===== src/rtl/cpu_core_mc_if.sv =====
// Instruction-in and result-out valid/ready streams of cpu_core_mc.
// master is the program source / result sink side, slave is the core side.
interface cpu_core_mc_if #(
   parameter int DATA_W = 8
);
   logic [DATA_W-1:0] ins_data;
   logic              ins_valid;
   logic              ins_ready;
   logic [DATA_W-1:0] out_data;
   logic              out_valid;
   logic              out_ready;

   modport master (
      output ins_data, ins_valid, out_ready,
      input  ins_ready, out_data, out_valid
   );

   modport slave (
      input  ins_data, ins_valid, out_ready,
      output ins_ready, out_data, out_valid
   );
endinterface


===== src/rtl/cpu_core_mc.sv =====
// Multicycle four-register CPU core with Z/C flags, conditional jump and halt.
// Optional feature: define CPU_MUL_EN to enable opcode D as MUL rd,rs.
module cpu_core_mc #(
   parameter int DATA_W = 8,
   parameter int PC_W   = 6
) (
   input  logic            clk,
   input  logic            rst_n,
   cpu_core_mc_if.slave    bus,
   output logic [PC_W-1:0] pc,
   output logic            invalid,
   output logic            halted,
   output logic            flag_z,
   output logic            flag_c
);

   typedef enum logic [1:0] {S_FETCH, S_IMM, S_EXEC, S_HALT} state_e;
   typedef enum logic [3:0] {
      OP_NOP = 4'h0, OP_LDI, OP_MOV, OP_ADD, OP_SUB, OP_AND, OP_OR, OP_XOR,
      OP_SHL, OP_SHR, OP_ADDI, OP_JMP, OP_JZ, OP_MUL, OP_OUT, OP_HLT
   } op_e;

   state_e            state_q, state_d;
   logic [PC_W-1:0]   pc_q, pc_d;
   logic [7:0]        ir_q, ir_d;
   logic [DATA_W-1:0] imm_q, imm_d;
   logic [DATA_W-1:0] out_data_q, out_data_d;
   logic [DATA_W-1:0] regs_q [4];
   logic [DATA_W-1:0] regs_d [4];
   logic              z_q, z_d, c_q, c_d;

   op_e               op, fetch_op;
   logic [1:0]        rd, rs;
   logic [DATA_W-1:0] opa, opb, alu_res;
   logic [DATA_W:0]   sum, diff;
   logic              alu_c, alu_wr, op_defined;

   assign op       = op_e'(ir_q[7:4]);
   assign rd       = ir_q[3:2];
   assign rs       = ir_q[1:0];
   assign fetch_op = op_e'(bus.ins_data[7:4]);
   assign opa      = regs_q[rd];
   assign opb      = (op == OP_ADDI) ? imm_q : regs_q[rs];
   assign sum      = {1'b0, opa} + {1'b0, opb};
   assign diff     = {1'b0, opa} - {1'b0, opb};

`ifdef CPU_MUL_EN
   logic [2*DATA_W-1:0] prod;
   assign prod       = {{DATA_W{1'b0}}, opa} * {{DATA_W{1'b0}}, opb};
   assign op_defined = 1'b1;
`else
   assign op_defined = (op != OP_MUL);
`endif

   // Flag-writing ops: result goes to rd, Z from result, C from alu_c.
   always_comb begin
      alu_res = '0;
      alu_c   = 1'b0;
      alu_wr  = 1'b1;
      case (op)
         OP_ADD, OP_ADDI: {alu_c, alu_res} = sum;
         OP_SUB:          {alu_c, alu_res} = diff;
         OP_AND:          alu_res = opa & opb;
         OP_OR:           alu_res = opa | opb;
         OP_XOR:          alu_res = opa ^ opb;
         OP_SHL: begin
            alu_res = {opa[DATA_W-2:0], 1'b0};
            alu_c   = opa[DATA_W-1];
         end
         OP_SHR: begin
            alu_res = {1'b0, opa[DATA_W-1:1]};
            alu_c   = opa[0];
         end
`ifdef CPU_MUL_EN
         OP_MUL: begin
            alu_res = prod[DATA_W-1:0];
            alu_c   = |prod[2*DATA_W-1:DATA_W];
         end
`endif
         default: alu_wr = 1'b0;
      endcase
   end

   always_comb begin
      state_d    = state_q;
      pc_d       = pc_q;
      ir_d       = ir_q;
      imm_d      = imm_q;
      out_data_d = out_data_q;
      regs_d     = regs_q;
      z_d        = z_q;
      c_d        = c_q;
      case (state_q)
         S_FETCH: if (bus.ins_valid) begin
            ir_d = bus.ins_data[7:0];
            pc_d = pc_q + PC_W'(1);
            // No write can land between this fetch and the OUT's EXEC, so
            // latching R[rd] here gives a registered, stable out_data.
            if (fetch_op == OP_OUT) out_data_d = regs_q[bus.ins_data[3:2]];
            if (fetch_op inside {OP_LDI, OP_ADDI, OP_JMP, OP_JZ}) state_d = S_IMM;
            else                                                  state_d = S_EXEC;
         end
         S_IMM: if (bus.ins_valid) begin
            imm_d   = bus.ins_data;
            pc_d    = pc_q + PC_W'(1);
            state_d = S_EXEC;
         end
         S_EXEC: begin
            state_d = S_FETCH;
            if (alu_wr) begin
               regs_d[rd] = alu_res;
               z_d        = (alu_res == '0);
               c_d        = alu_c;
            end
            case (op)
               OP_LDI:  regs_d[rd] = imm_q;
               OP_MOV:  regs_d[rd] = regs_q[rs];
               OP_JMP:  pc_d = imm_q[PC_W-1:0];
               OP_JZ:   if (z_q) pc_d = imm_q[PC_W-1:0];
               OP_OUT:  if (!bus.out_ready) state_d = S_EXEC;
               OP_HLT:  state_d = S_HALT;
               default: ;
            endcase
         end
         default: ;
      endcase
   end

   always_ff @(posedge clk or negedge rst_n) begin
      if (!rst_n) begin
         state_q    <= S_FETCH;
         pc_q       <= '0;
         ir_q       <= '0;
         imm_q      <= '0;
         out_data_q <= '0;
         z_q        <= 1'b0;
         c_q        <= 1'b0;
         for (int unsigned i = 0; i < 4; i++) regs_q[i] <= '0;
      end else begin
         state_q    <= state_d;
         pc_q       <= pc_d;
         ir_q       <= ir_d;
         imm_q      <= imm_d;
         out_data_q <= out_data_d;
         z_q        <= z_d;
         c_q        <= c_d;
         regs_q     <= regs_d;
      end
   end

   assign bus.ins_ready = (state_q == S_FETCH) || (state_q == S_IMM);
   assign bus.out_valid = (state_q == S_EXEC) && (op == OP_OUT);
   assign bus.out_data  = out_data_q;
   assign pc            = pc_q;
   assign halted        = (state_q == S_HALT);
   assign invalid       = (state_q == S_EXEC) && !op_defined;
   assign flag_z        = z_q;
   assign flag_c        = c_q;

endmodule


===== src/flat_wrapper.sv =====
// flat-port wrapper written by rule: the top's interface ports become plain ports
module cpu_core_mc_flat 
#(
   parameter int DATA_W = 8,
   parameter int PC_W   = 6
)
  (clk, rst_n, pc, invalid, halted, flag_z, flag_c, bus_ins_data, bus_ins_valid, bus_out_ready, bus_ins_ready, bus_out_data, bus_out_valid);
  cpu_core_mc_if #(.DATA_W(DATA_W)) bus_i ();
  input  logic clk;
  input  logic rst_n;
  output logic [PC_W-1:0] pc;
  output logic invalid;
  output logic halted;
  output logic flag_z;
  output logic flag_c;
  input wire logic [$bits(bus_i.ins_data)-1:0] bus_ins_data;
  input wire logic [$bits(bus_i.ins_valid)-1:0] bus_ins_valid;
  input wire logic [$bits(bus_i.out_ready)-1:0] bus_out_ready;
  output wire logic [$bits(bus_i.ins_ready)-1:0] bus_ins_ready;
  output wire logic [$bits(bus_i.out_data)-1:0] bus_out_data;
  output wire logic [$bits(bus_i.out_valid)-1:0] bus_out_valid;
  assign bus_i.ins_data = bus_ins_data;
  assign bus_i.ins_valid = bus_ins_valid;
  assign bus_i.out_ready = bus_out_ready;
  assign bus_ins_ready = bus_i.ins_ready;
  assign bus_out_data = bus_i.out_data;
  assign bus_out_valid = bus_i.out_valid;
  cpu_core_mc #(.DATA_W(DATA_W), .PC_W(PC_W)) u_core (.clk(clk), .rst_n(rst_n), .bus(bus_i), .pc(pc), .invalid(invalid), .halted(halted), .flag_z(flag_z), .flag_c(flag_c));
endmodule

===== config.mk =====
export PLATFORM = sky130hd
export DESIGN_NAME = cpu_core_mc_flat
export DESIGN_NICKNAME = d
export VERILOG_FILES = /design/src/rtl/cpu_core_mc_if.sv /design/src/rtl/cpu_core_mc.sv /design/src/flat_wrapper.sv
export SDC_FILE = /design/constraint.sdc
export NUM_CORES = 1
export LEC_CHECK = 0
export CORE_UTILIZATION = 60
export CTS_BUF_LIST = sky130_fd_sc_hd__clkbuf_8 sky130_fd_sc_hd__clkbuf_16
export CTS_CLUSTER_SIZE = 25
export DETAILED_ROUTE_END_ITERATION = 7
export PLACE_DENSITY = 0.79
export SLEW_MARGIN = 20
export SYNTH_ARGS = -nofsm -noshare
export SYNTH_HDL_FRONTEND = slang
export SYNTH_SLANG_ARGS = --single-unit

===== constraint.sdc =====
create_clock -name clk -period 4.7 [get_ports clk]
set_clock_uncertainty 0.1 [all_clocks]
set_input_delay 1.175 -clock clk [delete_from_list [all_inputs] [get_ports clk]]
set_output_delay 1.175 -clock clk [all_outputs]
set_load 0.01 [all_outputs]

==> results.md <==
* Main combinational cell family by area after synthesis: multiplexers
* CTS root buf: clkbuf_8
* Maximum buffer depth of the clock tree at 2
* Xor/xnor share of the synthesized area at 0.0106
* Synth unique cells at 64
* Classification of the worst-slack hold path: flop to flop
* Critical path startpoint category: flop
* All-layer global routing usage at 0.339
* Std-Cell Rows at 32
* Ys async rst share at 1.00
* Ranking of synthesized cells by area: dfrtp_1, mux4_2, ha_1
* I/O pin count at 32
* Final sum of negative setup slack at 0 ps
* Synthesized cell area at approximately 0.0049 mm²
* Maximum number of pins on one net before global-route repair at 44
* Post-synth EDFFs at 0
* Nets in the synthesized netlist at ~540
* Routed vias at ~4.4k
* Hold Fails Final Rpt at 0
* Cell with the most instances after synthesis: dfrtp_1
* Wire length of the first global-routing pass at 22000 µm
* Storage cell area at 0.00165 mm²
* # resized after CTS at 0
* Vias in the first global route at roughly 4.2k
* Worst-path maximum fanout at 11
* Yosys top cell area share at 0.334
* Worst hold margin at 414 ps
* Antenna Nets Post-Route at 0
* Setup repair after global routing missed its margin: no
* Die Footprint at 0.00861 mm²
* Post-synthesis share of cell area spent on and, or, nand and nor gates at 0.133
* Number of fill cells at 580
* Diode insertion count for antenna repair at 0
* Achievable frequency at approximately 0.23 GHz
* Post-synthesis average cell area at between 9 and 10 µm²
* Number of storage elements in the synthesis netlist at 66
* Wire length per cell at 21.8 µm
* Crit path largest cell delay at around 570 ps
* TritonCTS Sinks at 66
* Multiplexer fraction of the synthesized cell area at 0.207
* TritonCTS clock tree: yes
* Arr. time, crit path at 4500 ps
* Remaining max-slew budget at the tightest pin at 0.357
* GPL Wtd Cong at 0.961
* Synthesized instance count at 500
* Synthesized-area fraction occupied by ao, oa, aoi and oai cells at 0.181
* Leading cell types by count after synthesis: dfrtp_1, nand2_1, o21ai_0
* First-pass iteration count of the detailed router at 8
* Number of DRC violations after detailed routing at 0
* Number of levels in the clock H-tree at 3
* Area growth, synth to finish at 13.0%
* Post-layout min period at 4390 ps
* Vias per cell at 6.90
* Dominant cell type by count on the critical path: buf_4
* Layout cell share with drive strength beyond 1 at 0.178
* Worst hold start: u_core.bus.out_data[4]
* Most area-hungry cell type in the Yosys netlist: dfrtp_1
* Die Height at 92.8 µm
* Chip width at slightly above 90 µm
* Total setup violations reported at the end of the flow at 0
* Crit path required time at 4820 ps
* Post-synthesis sequential area ratio at 0.334
* Count of max-cap constraint violations at 0
* Number of max-slew violations in the final report at 0
* Crit Reg-Reg Startpoint: u_core.ir_q[4]
* Total wirelength of the detailed-routed design at ~14000 µm
* Final net count at roughly 570
* Measured slew at the worst slew-check pin at slightly below 1000 ps
* Final critical-path share of the clock period at 0.933
* Starting Density at 0.630
* Clk pin slew, worst setup/hold paths at 80 ps
* Number of clock buffers inserted by TritonCTS at 9
* Clock latency at the later pin of the worst-skew pair at 350 ps
* Number of buffers inserted to repair setup after CTS at 0
* Overall overflow remaining after global route at 0
* Kind of capture point of the worst setup path: flop
* Ys flop type: dfrtp_1
* Number of warnings reported in the yosys synthesis log at 0
* Result of the run: finished clean
* List of cells traversed by the critical path: nand2b_1 -> buf_4 -> nor3b_1 -> buf_4 -> mux2i_1 -> ha_1 -> or3_1 -> o21ai_1 -> xnor2_1 -> a221o_1 -> a21oi_1 -> o21ai_0
* Number of hold-repair buffers added at the cts stage at 0
* Multi-input logic area at approximately 0.003 mm²
* Initial antenna violation count at 0
* # port buffers at 31
* Critical Setup Path Class: flop to flop
* Adder-cell area share of the yosys netlist at 0.0815
* First DRT Iteration DRCs at 417
* Cell with the biggest individual delay on the critical path: nor3b_1
* Placeable core region at 0.00785 mm²
* Crit path from: u_core.ir_q[4]
* Estimated wirelength of the detail-placed design at 9860 µm
==> layout by cell type (no fill, tap or decap), types with 9 or more instances in the layout <==
cell and count:
ha_1 29, buf_4 14, o21ai_0 43, nor2_1 21, a21oi_1 27, nand2_1 44, mux2i_1 12, o21ai_1 9
clkdlybuf4s50_1 30, clkbuf_8 9, mux4_2 24, a22oi_1 12, dfrtp_1 66, inv_1 31, nor2b_1 11, mux2_2 30
nand3_1 10
==> flip-flops by register name (all words and copies together), names as in the netlist <==
register and flops:
u_core.bus.out_data 8, u_core.flag_c 1, u_core.flag_z 1, u_core.imm_q 8, u_core.ir_q 8, u_core.pc 6, u_core.regs_q 32, u_core.state_q 2
==> stage by stage <==
step	worst slack [ps]	util	instance area (µm²)	instances
after floorplan	1120	-	4950	500
after global placement	555	0.680	5340	615
after detailed placement	463	0.680	5340	615
after CTS	406	0.712	5590	631
after global routing	117	0.712	5590	631
final	313	0.712	5590	631
==> worst paths after layout <==
check	depth (start not counted)	slack, ps	endpoint
min reg2reg	1	410	u_core.bus.out_data[4]
min in group asynchronous	1	880	u_core.regs_q[9]
max	12	310	u_core.regs_q[14]
max in group asynchronous	2	2740	u_core.regs_q[13]
max reg2reg	12	310	u_core.regs_q[14]
min	1	410	u_core.bus.out_data[4]
==> metal layers <==
layer	routed length, µm	global-route usage	part of all wire	vias to the layer above
met5	0	0	0	-
met4	586	0.177	0.043	0
met3	1370	0.0821	0.10	61
met2	6440	0.518	0.47	276
met1	5380	0.448	0.39	2117
li1	-	-	-	1903
==> critical path, delay by kind of cell, from the launching register on <==
kind | cells | cell delay (ps)
AO/OA/AOI/OAI | 4 | 1180
buffers and inverters | 2 | 460
XOR/XNOR | 1 | 110
adder cells (fa/ha/maj) | 1 | 430
flip-flops | 1 | 380
multiplexers | 1 | 450
AND/OR/NAND/NOR | 3 | 1150
==> logic make-up (layout without fill, tap and decap cells) <==
group                      after synthesis  after routing
muxes                                   67             67
and+or+nand+nor                        127            127
DFF                                     66             66
adders and majority gates               31             31
buffers and inverters                   63             92
AOI/OAI and AO/OA                      140            140
xor gates and xnor gates                 6              6
==> layout make-up <==
| type | instances | share of cell area |
|---|---|---|
| clock buffers | 9 | 0.0222 |
| repair buffers | 45 | 0.0734 |
| well taps | 102 | 0.0228 |
| flip-flops and latches | 66 | 0.295 |
| inverters | 31 | 0.0208 |
| multi-input cells | 371 | 0.543 |
| clock inverters | 7 | 0.0224 |
Power is not shown: default switching activity piles up to over one toggle a cycle in this logic, so the estimate is an artifact.
